`config.mk`:
```
export PLATFORM = sky130hd
export DESIGN_NAME = mmm_serial_core
export DESIGN_NICKNAME = d
export VERILOG_FILES = /design/src/rtl/mmm_serial_core.sv
export SDC_FILE = /design/constraint.sdc
export NUM_CORES = 1
export LEC_CHECK = 0
export CAP_MARGIN = 20
export CORE_ASPECT_RATIO = 1.1
export CORE_UTILIZATION = 60
export DETAILED_ROUTE_END_ITERATION = 8
export DONT_BUFFER_PORTS = 1
export MAX_ROUTING_LAYER = met4
export PLACE_DENSITY_LB_ADDON = 0.08
export SYNTH_ARGS = -nofsm -noshare
export SYNTH_HDL_FRONTEND = slang
export SYNTH_SLANG_ARGS = --single-unit
```
`constraint.sdc`:
```
create_clock -name clk -period 5.3 [get_ports clk]
set_input_delay 0.795 -clock clk [delete_from_list [all_inputs] [get_ports clk]]
set_output_delay 0.795 -clock clk [all_outputs]
set_load 0.02 [all_outputs]
```
`src/rtl/mmm_serial_core.sv`:
```
// Bit-serial radix-2 Montgomery multiplier: result = A*B*2^-N mod M.
// Operand A arrives LSB first from an external shift register that this
// core loads and steps through sr_ld/sr_en. B and M are parallel inputs.
//
// Handshake: start is sampled only while idle with en=1. busy is high
// from the following cycle until the operation finishes. done is a
// one-cycle pulse, stretched while en=0. result is valid from done
// onward and is held until the next done. B and M must stay stable
// from start until done.
module mmm_serial_core #(
   parameter int N  = 10,
   parameter int CW = 4
) (
   input  logic         clk,
   input  logic         rstb,
   input  logic         en,
   input  logic         start,
   input  logic [N-1:0] B,
   input  logic [N-1:0] M,
   input  logic         A_bit,
   output logic         sr_ld,
   output logic         sr_en,
   output logic         busy,
   output logic         done,
   output logic [N-1:0] result,
   output logic [1:0]   dbg_state
);

   typedef enum logic [1:0] {
      IDLE   = 2'd0,
      LOAD   = 2'd1,
      ITER   = 2'd2,
      REDUCE = 2'd3
   } state_t;

   localparam logic [CW-1:0] LAST_CNT = CW'(N - 1);

   state_t         state, state_nxt;
   logic [N:0]     s_q, s_nxt;
   logic [CW-1:0]  cnt_q, cnt_nxt;
   logic [N-1:0]   result_nxt;
   logic           done_nxt;
   logic           ld_raw, step_raw;

   // Datapath: one Montgomery step and the final conditional subtraction.
   // S < 2M and B < M keep the N+2 bit sum free of overflow.
   logic           q_bit;
   logic [N+1:0]   sum;
   logic [N:0]     s_red;
   logic           unused_bits;

   // Montgomery step and final reduction, shared by ITER and REDUCE.
   always_comb begin
      q_bit = s_q[0] ^ (A_bit & B[0]);
      sum   = {1'b0, s_q}
            + {2'b00, (A_bit ? B : {N{1'b0}})}
            + {2'b00, (q_bit ? M : {N{1'b0}})};
      s_red = (s_q >= {1'b0, M}) ? (s_q - {1'b0, M}) : s_q;
   end

   // sum[0] is always zero after adding q*M; s_red[N] is zero once reduced.
   assign unused_bits = sum[0] ^ s_red[N];

   // Next-state and register-update logic for the four-state sequencer.
   always_comb begin
      state_nxt  = state;
      s_nxt      = s_q;
      cnt_nxt    = cnt_q;
      result_nxt = result;
      done_nxt   = 1'b0;
      ld_raw     = 1'b0;
      step_raw   = 1'b0;
      case (state)
         IDLE: begin
            if (start) state_nxt = LOAD;
         end
         LOAD: begin
            ld_raw    = 1'b1;
            step_raw  = 1'b1;
            s_nxt     = '0;
            cnt_nxt   = '0;
            state_nxt = ITER;
         end
         ITER: begin
            step_raw = 1'b1;
            s_nxt    = sum[N+1:1];
            cnt_nxt  = cnt_q + CW'(1);
            if (cnt_q == LAST_CNT) state_nxt = REDUCE;
         end
         REDUCE: begin
            result_nxt = s_red[N-1:0];
            done_nxt   = 1'b1;
            state_nxt  = IDLE;
         end
         default: state_nxt = IDLE;
      endcase
   end

   // Shift-register controls are suppressed while the core is frozen.
   assign sr_ld     = en & ld_raw;
   assign sr_en     = en & step_raw;
   assign busy      = (state != IDLE);
   assign dbg_state = state;

   // State registers: synchronous reset, everything frozen while en=0.
   always_ff @(posedge clk) begin
      if (!rstb) begin
         state  <= IDLE;
         s_q    <= '0;
         cnt_q  <= '0;
         result <= '0;
         done   <= 1'b0;
      end else if (en) begin
         state  <= state_nxt;
         s_q    <= s_nxt;
         cnt_q  <= cnt_nxt;
         result <= result_nxt;
         done   <= done_nxt;
      end
   end

endmodule

```
# ---- Word-level counts from Yosys, hierarchy flattened
# Cells that the tools add are included.
dict set report classes {
  add_sub_neg 4
  n_mul 0
  div_mod_pow 0
  magnitude_cmp 1
  eq_ne 6
  shift 0
  mux 11
  n_bitwise 4
  n_reduce_logical 7
}
# operator count
set op_table {}
lappend op_table {{$mux W10} 3}
lappend op_table {{$pmux W11 S2} 1}
lappend op_table {{$add A11 B10 Y12} 1}
lappend op_table {{$add A12 B10 Y12} 1}
lappend op_table {{$ge A11 B10 Y1} 1}
lappend op_table {{$sub A10 B10 Y10} 1}
lappend op_table {{$pmux W2 S4} 1}
lappend op_table {{$pmux W4 S2} 1}
lappend op_table {{$add A4 B1 Y4 const B} 1}
lappend op_table {{$eq A2 B2 Y1 const B} 2}
lappend op_table {{$eq A4 B4 Y1 const B} 1}
lappend op_table {{$mux W2} 2}
lappend op_table {{$ne A2 B2 Y1 const B} 2}
lappend op_table {{$reduce_and A2 Y1} 2}
lappend op_table {{$reduce_bool A2 Y1} 2}
lappend op_table {{$and A1 B1 Y1} 3}
lappend op_table {{$mux W1} 3}
lappend op_table {{$reduce_and A3 Y1} 1}
lappend op_table {{$eq A2 B1 Y1 const B} 1}
lappend op_table {{$logic_not A2 Y1} 1}
lappend op_table {{$reduce_or A2 Y1} 1}
lappend op_table {{$xor A1 B1 Y1} 1}
dict set report totals {
  register_bits 28
  latchBits 0
  ramBits 0
  romBits 0
  inputBits 25
  mem_count 0
}

# ---- Depth between registers and ports, before layout
dict set report depth {
  ltp_word 5
  mapped_depth 12
  depth_no_buf 12
}

# ---- Worst setup path after synthesis
# OpenSTA, ideal clock, no wires.
dict set report synth_path {
  path_type {in2reg}
  startpoint {in B[0]}
  endpoint {reg s_q[10]}
  setup_time_ps 122
  arrival_time_ps 3499
  t_required_ps 5178
  setup_slack_ps 1679
  cell_stages 12
  n_path_buf 0
  cell_sequence {and2_1 > ha_1 > and2_1 > fa_1 > ha_1 > fa_1 > a21oi_1 > o211ai_1 > o41ai_1 > nor2_1 > a211oi_1 > o21ai_0}
}
dict set report synth_between {
  elab_chain_len 5
  word_cells_on_any_way 7
  classes_between {2 x add/sub; 3 x mux; 2 x bitwise}
}
# element line
set synth_rtl {}
lappend synth_rtl {{start, declared} 18} ;# input logic [N-1:0] B,
lappend synth_rtl {{parallel branches: the longest is 3 deep, another holds $add A11 B10 Y12} --}
lappend synth_rtl {{$add A12 B10 Y12 *} 57} ;# + {2'b00, (q_bit ? M : {N{1'b0}})};
lappend synth_rtl {{$pmux W11 S2 *} 73} ;# case (state)
lappend synth_rtl {{end signal, assigned} 115} ;# s_q <= s_nxt;
lappend synth_rtl {{end, declared} 39} ;# logic [N:0] s_q, s_nxt;
# Mark *: on every way between the ends.
# A chain may end at the register's enable or synchronous reset.

# ---- Worst setup path after layout
# Same ends and word-level chain as after synthesis.

==> flow_metrics.py <==
metrics = {
    "logic_synthesis": {
        "yosysUniqueCellTypes": 47,
        "synth-seq-cells": 28,
        "syn_area_sq_um": 2510,
        "synth-edff-count": 0,
        "synth_area_per_cell_sq_um": 8.35,
        "ys_warn_count": 0,
        "postSynth.asyncResetShare_pct": 0,
        "synth_seq_area_share_pct": 22.3,
        "syn-instance-count": 301,
        "synth_fp_nets": 365,
        "synth-main-ff-cell": "dfxtp_1",
    },
    "timing": {
        "hold_viol": 0,
        "fmax_ghz": 0.276,
        "rsz0062_at_grt": "no",
        "hold_ws_ps": 517,
        "fin_ws_ps": 1670,
        "slew_violations": 0,
        "post-route-period-util_pct": 68.5,
        "period_minus_slack_ps": 3630,
        "setup_viol": 0,
        "tns_ps": 0,
        "tightest_slew_ps": 882,
        "finClkSkew_ps": 4.66,
        "worst_slew_margin_rel_pct": 40.8,
    },
    "route": {
        "antenna_left": 0,
        "dr.pass1.iters": 4,
        "post_drt_wl_per_cell_um": 15.2,
        "routed_wl_um": 5260,
        "drt_iter0_drc": 104,
        "route.detailed.drc": 0,
        "vias_per_cell": 5.95,
        "detailroute.via_count": 2064,
    },
    "clock_tree": {
        "clockBufferDepth": 2,
        "cts_resized": 0,
        "postCtsHoldBufs": 0,
        "tritoncts": "built",
        "clock-root-buffer": "clkbuf_8",
        "cts-htree-levels": 1,
        "cts_buffers": 3,
        "post-cts-setup-buffers": 0,
        "clkTransAtPathRegs_ps": 100,
        "clock_sinks": 28,
        "clock_latency_ps": 270,
    },
    "critical_path": {
        "ff2ff_path_depth": 11,
        "startpoint_type": "primary input",
        "critical_path_class": "in2reg",
        "crit_chain": "and2_1, ha_1, and2_1, fa_1, ha_1, fa_1, a21oi_1, o211ai_1, o41ai_1, nor2_1, a211oi_1, o21ai_0",
        "cp.arrival_ps": 3790,
        "critPathMaxFanout": 10,
        "path_depth": 12,
        "cp_num_buf_inv": 0,
        "endpoint_kind": "register",
        "slowest_delay_ps": 440,
        "cp.required_ps": 5470,
        "crit_family": "adder cells",
        "slowest_stage": "fa_1",
    },
    "global_routing": {
        "grt_pass1_wl_um": 9070,
        "grt_overflow": 0,
        "antenna_found_initial": 0,
        "grt_usage_pct": 26.6,
        "grt_pass1_vias": 1907,
        "grt_max_degree": 34,
    },
    "layout": {
        "antenna_cells": 0,
        "drive_gt1_share_pct": 3.39,
        "nets": 360,
        "area_delta_synth_final_pct": 2.99,
        "fill_cells": 376,
        "fin_area_sq_um": 2590,
    },
    "die": {
        "die_area_sq_um": 4450,
        "chipWidth_um": 63.7,
        "core_sq_um": 3990,
        "start_util_pct": 62.9,
        "die_y_um": 69.9,
        "pin_count": 41,
        "rows": 24,
    },
    "run_status": {
        "status": "finished, final reports clean",
    },
    "run": {
        "maxCapViolations": 0,
    },
    "power": {
        "powerDensity_nw_per_um2": 170,
        "ir_worst_vdd_mv": 0.0983,
        "leakage_nw": 1.17,
    },
    "placed_design": {
        "numPortBuffers": 0,
        "gp_congestion": 0.955,
        "dp_hpwl_um": 4260,
        "post-place-ws_ps": 1390,
        "placed_area_sq_um": 2530,
    },
    "min_path": {
        "hold_depth": 2,
        "hold_path.class": "reg2reg",
    },
}
## cells by family (layout without fill, tap and decap cells)
logic type               Yosys count  in the layout  share of synthesized area, %
AO/OA/AOI/OAI                     73             73                          19.7
XOR/XNOR                          11             11                          3.83
adder cells (fa/ha/maj)           39             39                          22.7
buffers and inverters             31             25                          4.93
flip-flops                        28             28                          22.3
multiplexers                       5              5                          1.99
AND/OR/NAND/NOR                  114            114                          24.5
## flip-flops by register name (all words and copies together), names as in the netlist
register and cells:
s_q 11, result 10, cnt_q 4, done 1, dbg_state 2
## area by class of cell
type,instances,area [sq um],area share (%)
sequential,28,561,21.7
clock buffer,4,55.1,2.13
multi-input combinational,242,1830,70.6
tap,52,65.1,2.51
inverter,21,78.8,3.05
## layer usage
layer	vias to the layer above	part of all wire [%]	track usage, %
met1	958	49	36.5
met3	8	4.3	3.59
li1	1049	-	-
met2	49	44	40.4
met4	0	2.1	8.08
met5	-	0	-
## cell usage after synthesis (2+ instances only)
master,number,area [sq um]
o21ai_0,22,110
a21oi_1,11,55.1
and3_2,2,15.0
o31ai_1,3,22.5
nor2b_1,8,50.1
a41o_1,2,20.0
ha_1,28,350
nor2_1,21,78.8
and2_1,23,144
o21a_1,4,30.0
o211ai_1,2,15.0
nor3b_1,2,15.0
or3_1,3,18.8
nand4_1,2,12.5
xor2_1,5,43.8
nor3_1,5,25.0
dfxtp_1,28,561
nor4_1,3,18.8
nand3_1,13,65.1
o41ai_1,2,17.5
inv_1,21,78.8
mux2i_1,5,50.1
nand2_1,19,71.3
a21o_1,2,15.0
fa_1,11,220
a211oi_1,7,52.6
and3_1,4,25.0
clkbuf_1,9,33.8
o21bai_1,2,15.0
nand2b_1,3,18.8
xnor2_1,6,52.6
nand3b_1,2,15.0
a21boi_0,5,37.5
a22oi_1,3,22.5
## worst paths after layout
kind | from | end | slack [ps]
setup / recovery | B[0] | s_q[10] | 1670
setup reg to reg | s_q[0] | s_q[10] | 1900
hold / removal | cnt_q[1] | cnt_q[1] | 520
hold reg to reg | cnt_q[1] | cnt_q[1] | 520
## power breakdown
part	switching (mW)	internal (mW)
logic	0.0523	0.0349
registers	0.00546	0.213
clock network	0.0687	0.0665
total	0.127	0.314
## metrics by stage
stage | std cells | power, mW | util (%)
final | 347 | 0.441 | 64.8
after global routing | 347 | 0.468 | 64.8
after CTS | 347 | 0.444 | 64.8
after detailed placement | 343 | 0.310 | 63.4
after global placement | 343 | 0.309 | 63.4
after floorplan | 301 | 0.296 | -
## tightest hold or removal path, cell delays in order (launching register included)
cell	delay, ps
dfxtp_1	360
nand2_1	60
a21boi_0	60
## layout by cell type, fill, tap and decap left out, drive strengths merged, types with 7 or more instances in the layout
cell / instances
ha: 28
inv: 21
o21ai: 22
and2: 23
fa: 11
dfxtp: 28
nor2b: 9
a21oi: 11
nand3: 13
a211oi: 7
nand2: 19
nor2: 21
(Power assumes the default switching activity.)
